$ cat src/rtl/mem_stage.sv
// Memory-access pipeline stage between execute and writeback.
// Holds one instruction's writeback context, issues at most one aligned
// data-memory access per load/store and assigns the retirement order number.
module mem_stage (
  input  logic        clk,
  input  logic        rst_n,
  input  logic        in_valid,
  output logic        in_ready,
  input  logic [3:0]  in_op,
  input  logic [31:0] in_addr,
  input  logic [31:0] in_wdata,
  input  logic [4:0]  in_rd,
  input  logic        in_regf_we,
  input  logic [31:0] in_result,
  output logic [31:0] dmem_addr,
  output logic [3:0]  dmem_rmask,
  output logic [3:0]  dmem_wmask,
  output logic [31:0] dmem_wdata,
  input  logic        dmem_resp,
  output logic        out_valid,
  output logic [3:0]  out_op,
  output logic [1:0]  out_addr_lo,
  output logic [4:0]  out_rd,
  output logic        out_regf_we,
  output logic [31:0] out_result,
  output logic        out_misaligned,
  output logic [63:0] out_order
);

  localparam logic [1:0] StIdle = 2'd0;
  localparam logic [1:0] StPass = 2'd1;
  localparam logic [1:0] StReq  = 2'd2;
  localparam logic [1:0] StWait = 2'd3;

  // Access size: 0 none, 1 byte, 2 half, 3 word. Ops 9-15 decode as none.
  function automatic logic [1:0] op_size(input logic [3:0] op);
    case (op)
      4'd1, 4'd4, 4'd6: op_size = 2'd1;
      4'd2, 4'd5, 4'd7: op_size = 2'd2;
      4'd3, 4'd8:       op_size = 2'd3;
      default:          op_size = 2'd0;
    endcase
  endfunction

  function automatic logic op_is_load(input logic [3:0] op);
    op_is_load = (op >= 4'd1) && (op <= 4'd5);
  endfunction

  function automatic logic op_is_store(input logic [3:0] op);
    op_is_store = (op >= 4'd6) && (op <= 4'd8);
  endfunction

  logic [1:0]  state_q, state_d;
  logic [63:0] order_q;
  logic [31:0] addr_q;
  logic [31:0] wdata_q;
  logic [3:0]  op_q;
  logic [1:0]  addr_lo_q;
  logic [4:0]  rd_q;
  logic        regf_we_q;
  logic [31:0] result_q;
  logic        misaligned_q;
  logic [63:0] out_order_q;

  logic       accept;
  logic [1:0] in_size;
  logic       in_mem;
  logic       in_misaligned;
  logic [1:0] accept_state;
  logic [3:0] base_mask;
  logic [3:0] req_mask;

  // Decode the incoming instruction and pick the state it will start in.
  always_comb begin
    in_size       = op_size(in_op);
    in_mem        = (in_size != 2'd0);
    in_misaligned = ((in_size == 2'd2) && in_addr[0]) ||
                    ((in_size == 2'd3) && (in_addr[1:0] != 2'b00));
    accept_state  = (in_mem && !in_misaligned) ? StReq : StPass;
  end

  // Handshake and writeback strobe.
  always_comb begin
    in_ready  = (state_q == StIdle) || (state_q == StPass) ||
                ((state_q == StWait) && dmem_resp);
    accept    = in_valid && in_ready;
    out_valid = (state_q == StPass) || ((state_q == StWait) && dmem_resp);
  end

  // Next state: a new accept always wins; REQ lasts one cycle; WAIT holds until resp.
  always_comb begin
    state_d = StIdle;
    if (accept) begin
      state_d = accept_state;
    end else if (state_q == StReq) begin
      state_d = StWait;
    end else if ((state_q == StWait) && !dmem_resp) begin
      state_d = StWait;
    end
  end

  // Byte-lane masks are driven only during the single REQ cycle.
  always_comb begin
    case (op_size(op_q))
      2'd1:    base_mask = 4'b0001;
      2'd2:    base_mask = 4'b0011;
      2'd3:    base_mask = 4'b1111;
      default: base_mask = 4'b0000;
    endcase
    req_mask   = (state_q == StReq) ? (base_mask << addr_lo_q) : 4'b0000;
    dmem_rmask = op_is_load(op_q)  ? req_mask : 4'b0000;
    dmem_wmask = op_is_store(op_q) ? req_mask : 4'b0000;
  end

  // FSM state and retirement order counter.
  always_ff @(posedge clk or negedge rst_n) begin
    if (!rst_n) begin
      state_q <= StIdle;
      order_q <= 64'd0;
    end else begin
      state_q <= state_d;
      if (accept) begin
        order_q <= order_q + 64'd1;
      end
    end
  end

  // Capture the writeback context and, for aligned accesses, the request data.
  always_ff @(posedge clk or negedge rst_n) begin
    if (!rst_n) begin
      op_q         <= 4'd0;
      addr_lo_q    <= 2'd0;
      rd_q         <= 5'd0;
      regf_we_q    <= 1'b0;
      result_q     <= 32'd0;
      misaligned_q <= 1'b0;
      out_order_q  <= 64'd0;
      addr_q       <= 32'd0;
      wdata_q      <= 32'd0;
    end else if (accept) begin
      op_q         <= in_op;
      addr_lo_q    <= in_addr[1:0];
      rd_q         <= in_rd;
      regf_we_q    <= in_regf_we && !in_misaligned;
      result_q     <= in_result;
      misaligned_q <= in_misaligned;
      out_order_q  <= order_q;
      // Address and store data only move for a real request, so they hold in WAIT.
      if (in_mem && !in_misaligned) begin
        addr_q  <= {in_addr[31:2], 2'b00};
        wdata_q <= in_wdata << {in_addr[1:0], 3'b000};
      end
    end
  end

  assign dmem_addr      = addr_q;
  assign dmem_wdata     = wdata_q;
  assign out_op         = op_q;
  assign out_addr_lo    = addr_lo_q;
  assign out_rd         = rd_q;
  assign out_regf_we    = regf_we_q;
  assign out_result     = result_q;
  assign out_misaligned = misaligned_q;
  assign out_order      = out_order_q;

endmodule

$ cat config.mk
export PLATFORM = sky130hd
export DESIGN_NAME = mem_stage
export DESIGN_NICKNAME = d
export VERILOG_FILES = /design/src/rtl/mem_stage.sv
export SDC_FILE = /design/constraint.sdc
export NUM_CORES = 1
export LEC_CHECK = 0
export BUFFER_PORTS_ARGS = -buffer_cell sky130_fd_sc_hd__buf_2
export CORE_MARGIN = 4
export CORE_UTILIZATION = 49
export CTS_BUF_LIST = sky130_fd_sc_hd__clkbuf_4
export CTS_CLUSTER_DIAMETER = 200
export DETAILED_ROUTE_END_ITERATION = 10
export GPL_TIMING_DRIVEN = 0
export PLACE_DENSITY = 0.88
export SYNTH_ARGS = -nofsm -noshare
export SYNTH_HDL_FRONTEND = slang
export SYNTH_SLANG_ARGS = --single-unit
$ cat constraint.sdc
create_clock -name clk -period 1.82 [get_ports clk]
set_input_delay 0.273 -clock clk [delete_from_list [all_inputs] [get_ports clk]]
set_output_delay 0.273 -clock clk [all_outputs]
set_load 0.005 [all_outputs]
Word level (Yosys, flattened, before mapping)
Memory sizes are Yosys's and may differ from the RTL's. Cells that the tools add are included.

Word-level logic and storage cells: 55. ROM bits: 64. Memories: 2. Flip-flop bits (word level): 237.

Memories: (no name shown) (words 16, width 2, rd ports 1, clocked after memory_dff 0, write ports 0, line 37) `case (op)`; (no name shown) (words 16, width 2, rd ports 1, clocked after memory_dff 0, write ports 0, line 37).

Reductions and logical operators: 19. Order comparisons: 4. Muxes and demuxes: 8. Shifts and indexed selects: 2. Add/sub/neg operators: 1. Equal/unequal tests: 8.

Operators by type and width (count): adder 64 x 1 -> 64 bit (second input constant) (1); left shift 32 x 5 -> 32 bit (1); equality test 2 bit (second input constant) (6); two-way mux 4 bit (3); one-hot mux 4 bit (3 select lines) (1); logical AND 1 bit (9); two-way mux 2 bit (4); equality test 2 x 1 -> 1 bit (second input constant) (2); >= comparator 4 x 1 -> 1 bit (second input constant) (1); >= comparator 4 x 3 -> 1 bit (second input constant) (1); <= comparator 4 x 3 -> 1 bit (second input constant) (1); <= comparator 4 bit (second input constant) (1); logical OR 1 bit (4); nonzero test 2 bit (2); left shift 4 x 2 -> 4 bit (1); logical NOT 1 bit (2); logical NOT 2 bit (1); AND reduction 2 bit (1).

Logic depth before layout (Yosys ltp)
An unclocked memory read counts as a cell.

Depth in word-level cells: 8. Depth in mapped cells: 8. Mapped depth without buffers: 6.

Worst setup path after synthesis
No wires, ideal clock.

Path type: reg2reg. Start point: reg order_q[0]. End point: reg order_q[58]. Path buffers: 0. Data arrival time: 1770 ps. Required time: 1741 ps. Clock period less this slack: 1849 ps. Slack: -29 ps. Stages on the path, launching flop included: 7. Setup time: 79 ps. Cell sequence: dfrtp_1 -> ha_1 -> nand4_1 -> nor4_4 -> nand2_2 -> nor4_1 -> xor2_1.

Cells in the longest elaborated chain, start to end: 1.

RTL lines: start: declaration (line 54) `logic [63:0] order_q;`; start signal: assignment (line 123) `order_q <= order_q + 64'd1;`; adder 64 x 1 -> 64 bit (line 123).

No other way between the ends. A chain may end at the register's enable or synchronous reset.

Worst setup path after layout
Start point: reg op_q[1] (netlist: out_op[1]). End point: out dmem_wmask[1].

Cells in the longest elaborated chain, start to end: 6. Elaborated cells between the ends (all ways): 11. Classes of those cells: 2 x order compare; 3 x eq/ne; 1 x shift; 3 x mux; 1 x reduce/logical; 1 x memory.

RTL lines: start: declaration (line 57) `logic [3:0] op_q;`; start signal: assignment (line 141) `op_q <= in_op;`; memory read (16 x 2 bit); equality test 2 bit or equality test 2 x 1 -> 1 bit (tied branches) (line 104) `case (op_size(op_q))`; one-hot mux 4 bit (3 select lines) (line 104); left shift 4 x 2 -> 4 bit (line 110) `req_mask = (state_q == StReq) ? (base_mask << addr_lo_q) : 4'b0000;`; two-way mux 4 bit (line 110); two-way mux 4 bit (*) (line 112) `dmem_wmask = op_is_store(op_q) ? req_mask : 4'b0000;`; end: declaration (line 17) `output logic [3:0] dmem_wmask,`.

Every way passes the cells marked *; elsewhere a longest branch is shown, timed or not.

==> results.md <==
* Wire per inst at 21.6 µm
* YS warnings at 0
* CP Capture Type: output port
* Pre-CTS WS at -0.917 ns
* GRT Resource Usage Total at 29.7%
* Period utilisation layout at 144%
* Clock Skew at 0.0720 ns
* R2R setup slack at -0.37 ns
* # IOs at 293
* Die Area at 23,600 µm²
* Routability Congestion at 0.963
* NumNets Final at 1,673
* Min Tclk post-route at 2.62 ns
* Layout area overhead at 49.0%
* Asr flop ratio synth at 100%
* Final setup margin at -0.797 ns
* DP HPWL at 21,500 µm
* Clk buf depth at 3
* Root buffer cell: clkbuf_4
* Inst Count DP at 1,615
* Vias per cell at 5.73
* #FFs+latches synth at 237
* CP Launch Type: flip-flop
* Main synth FF type: dfrtp_1
* Die width at 153 µm
* Vias at 10,804
* # DRC at 0
* Most common cell after layout, fill and taps aside: nand2_1
* Fmax at 0.382 GHz
* DR iter-0 viols at 1,133
* Synth cell types at 59
* Share of layout cells above drive strength 1 at 41.7%
* H-tree lvl count at 2
* Static Leak at 8.26 nW
* Initial antenna violation count at 5
* Max Fanout on Critical Path at 4
* Filler cell count at 1,169
* Worst VDD drop at 797 µV
* Reg clk slew, reported paths at 0.07 ns
* GRT overflow at 0
* Failing checks: setup timing
* Core Area at 20,500 µm²
* Most frequent cells in the layout: nand2_1, buf_2, dfrtp_1
* Class of the worst hold path: primary input to flip-flop
* Final hold vios at 0
* Required @ worst endpoint at 1.55 ns
* PD cells at 983 nW/µm²
* Finish-stage setup viols at 230
* Initial Util at 50.6%
* Drt total wl at 40,800 µm
* Leading area contributor after synthesis: dfrtp_1
* Post-Synthesis Cells at 1,054
* Clock Latency Late Sink at 0.72 ns
* Routing usage on met2 at 50.4%
* Setup CP Type: flip-flop to output port
* Worst Tran Pin Value at 0.854 ns
* Largest net degree at the start of global routing at 125
* Critical Path AT at 2.34 ns
* Max_slew headroom at 43.0%
* RSZ-0062 raised after global routing: true
* RR Endpoint: order_q[57]
* Max Cap Viol at 0
* Vias in the first global route at 10,382
* Max-slew violation count at 0
* Grt met1 use at 36.1%
* Worst Hold End: dmem_wdata[20]
* Synth top area share at 57.2%
* CTS buffer count at 59
* HP Start: in_wdata[20]
* Top post-synthesis cells by area: dfrtp_1, nand2_1, mux2_2
* Synthesized area at 10,400 µm²
* IO Port Bufs at 289
* FP Rows at 52
* TNS Setup at -30.89 ns
* Final Instance Count excl. Fillers at 1,885
* Antenna Nets Post-Route at 0
* Final Util at 75.4%
* Pre-Repair DR Iteration Count at 6
* Grt met3 use at 6.08%
* Global-route wire length before repair at 56,300 µm
* GRT busiest layer: met2
* Status: finished, violations left
* Seq/Total Area, Yosys at 57.2%
* Number of enable flip-flop cells after synthesis at 0
* Syn_area_per_cell at 9.84 µm²
* Worst Hold Depth at 5
* Reg2reg start: state_q[1]
* Sink Count at 237
* R2r worst-path depth at 9
* Die H at 153 µm
* TritonCTS clock tree: built
## Yosys cell counts (4+ instances only)
| master | number |
|---|---|
| nor4_1 | 8 |
| a21oi_1 | 19 |
| nor2_1 | 47 |
| nand3_1 | 32 |
| nor3_2 | 5 |
| o21ai_0 | 25 |
| nand2_1 | 382 |
| mux2_2 | 39 |
| a211oi_1 | 10 |
| buf_2 | 12 |
| and2_1 | 4 |
| inv_1 | 6 |
| o31ai_1 | 10 |
| mux2i_1 | 16 |
| clkbuf_1 | 34 |
| dfrtp_1 | 237 |
| nor2b_1 | 12 |
| nor3_1 | 17 |
| nand4_1 | 20 |
| xnor2_1 | 26 |
| nand4_2 | 4 |
| xor2_1 | 37 |
## state kept, by name, summed over array words and instances, names as in the netlist
| signal | count |
|---|---|
| order_q | 64 |
| out_order | 64 |
| dmem_wdata | 32 |
| out_result | 32 |
| dmem_addr | 30 |
| out_rd | 5 |
| out_op | 4 |
| out_addr_lo | 2 |
| state_q | 2 |
| out_misaligned | 1 |
| out_regf_we | 1 |
## timing repair
| action | 4_1_cts | 5_1_grt |
|---|---|---|
| gates cloned | 0 | 3 |
| setup endpoints to repair | 222 | 186 |
| hold endpoints to repair | 211 | 0 |
| resized for setup | 112 | 222 |
| buffers inserted | 39 | 29 |
| hold buffers | 91 | 0 |
| pin swaps | 28 | 32 |
## how the worst max path moves through the flow
stage | startpoint | endpoint | cells after the start | slack [ns]
floorplan | state_q[0] | dmem_addr[29] | 7 | 0.04
global placement | rst_n | dmem_wdata[24] | 1 | -3.55
global route | out_addr_lo[1] | dmem_wmask[3] | 6 | -0.86
CTS | out_op[2] | dmem_wmask[2] | 6 | -0.69
finish | out_op[1] | dmem_wmask[1] | 5 | -0.80
detailed placement | state_q[1] | out_result[14] | 6 | -0.92
## where the power goes
group / switching (W) / internal (W) / total (W)
Clock: 0.00233 / 0.00215 / 0.00448
Sequential: 0.000765 / 0.00608 / 0.00684
Combinational: 0.00207 / 0.00181 / 0.00388
## logic make-up after synthesis
group,after synthesis,share of synthesized area [%]
multiplexers,55,5.78
buffers and inverters,59,2.61
adder cells (fa/ha/maj),1,0.121
AO/OA/AOI/OAI,78,4.72
other,1,0.0362
flip-flops,237,57.2
XOR/XNOR,63,5.32
AND/OR/NAND/NOR,560,24.2
## per-stage QoR
step	total power [W]	cell area, µm²	hold WS, ns
after floorplan	0.00789	10400	-0.0226
after global routing	0.0158	15500	0.0357
final	0.0152	15500	0.0109
after global placement	0.00929	12200	0.454
after CTS	0.0142	14600	0.00277
after detailed placement	0.00944	12200	0.396
## area by class of cell
| class | count | area [µm²] | share of cell area [%] |
|---|---|---|---|
| diodes | 5 | 12.5 | 0.0809 |
| clock inverters | 24 | 92.6 | 0.599 |
| flip-flops and latches | 237 | 5970 | 38.6 |
| inverters | 6 | 27.5 | 0.178 |
| multi-input cells | 759 | 4850 | 31.4 |
| repair buffers | 451 | 3090 | 20.0 |
| well taps | 270 | 338 | 2.19 |
| clock buffers | 85 | 638 | 4.13 |
| plain buffers | 48 | 433 | 2.80 |
## routing by layer
metal / vias to the layer above / share of wire (%) / wire, µm
met3: 255 / 9.3 / 3790
li1: 4558 / - / -
met2: 842 / 49 / 20200
met5: - / 0 / 0
met4: 0 / 7.3 / 2980
met1: 5149 / 34 / 13800
## worst max-delay path, stage by stage (launching register included)
cell,delay [ns]
dfrtp_2,0.45
buf_2,0.21
o21ai_0,0.16
or3b_4,0.42
a211oi_2,0.24
buf_2,0.15
No activity file was read; power rests on OpenSTA's default activity.
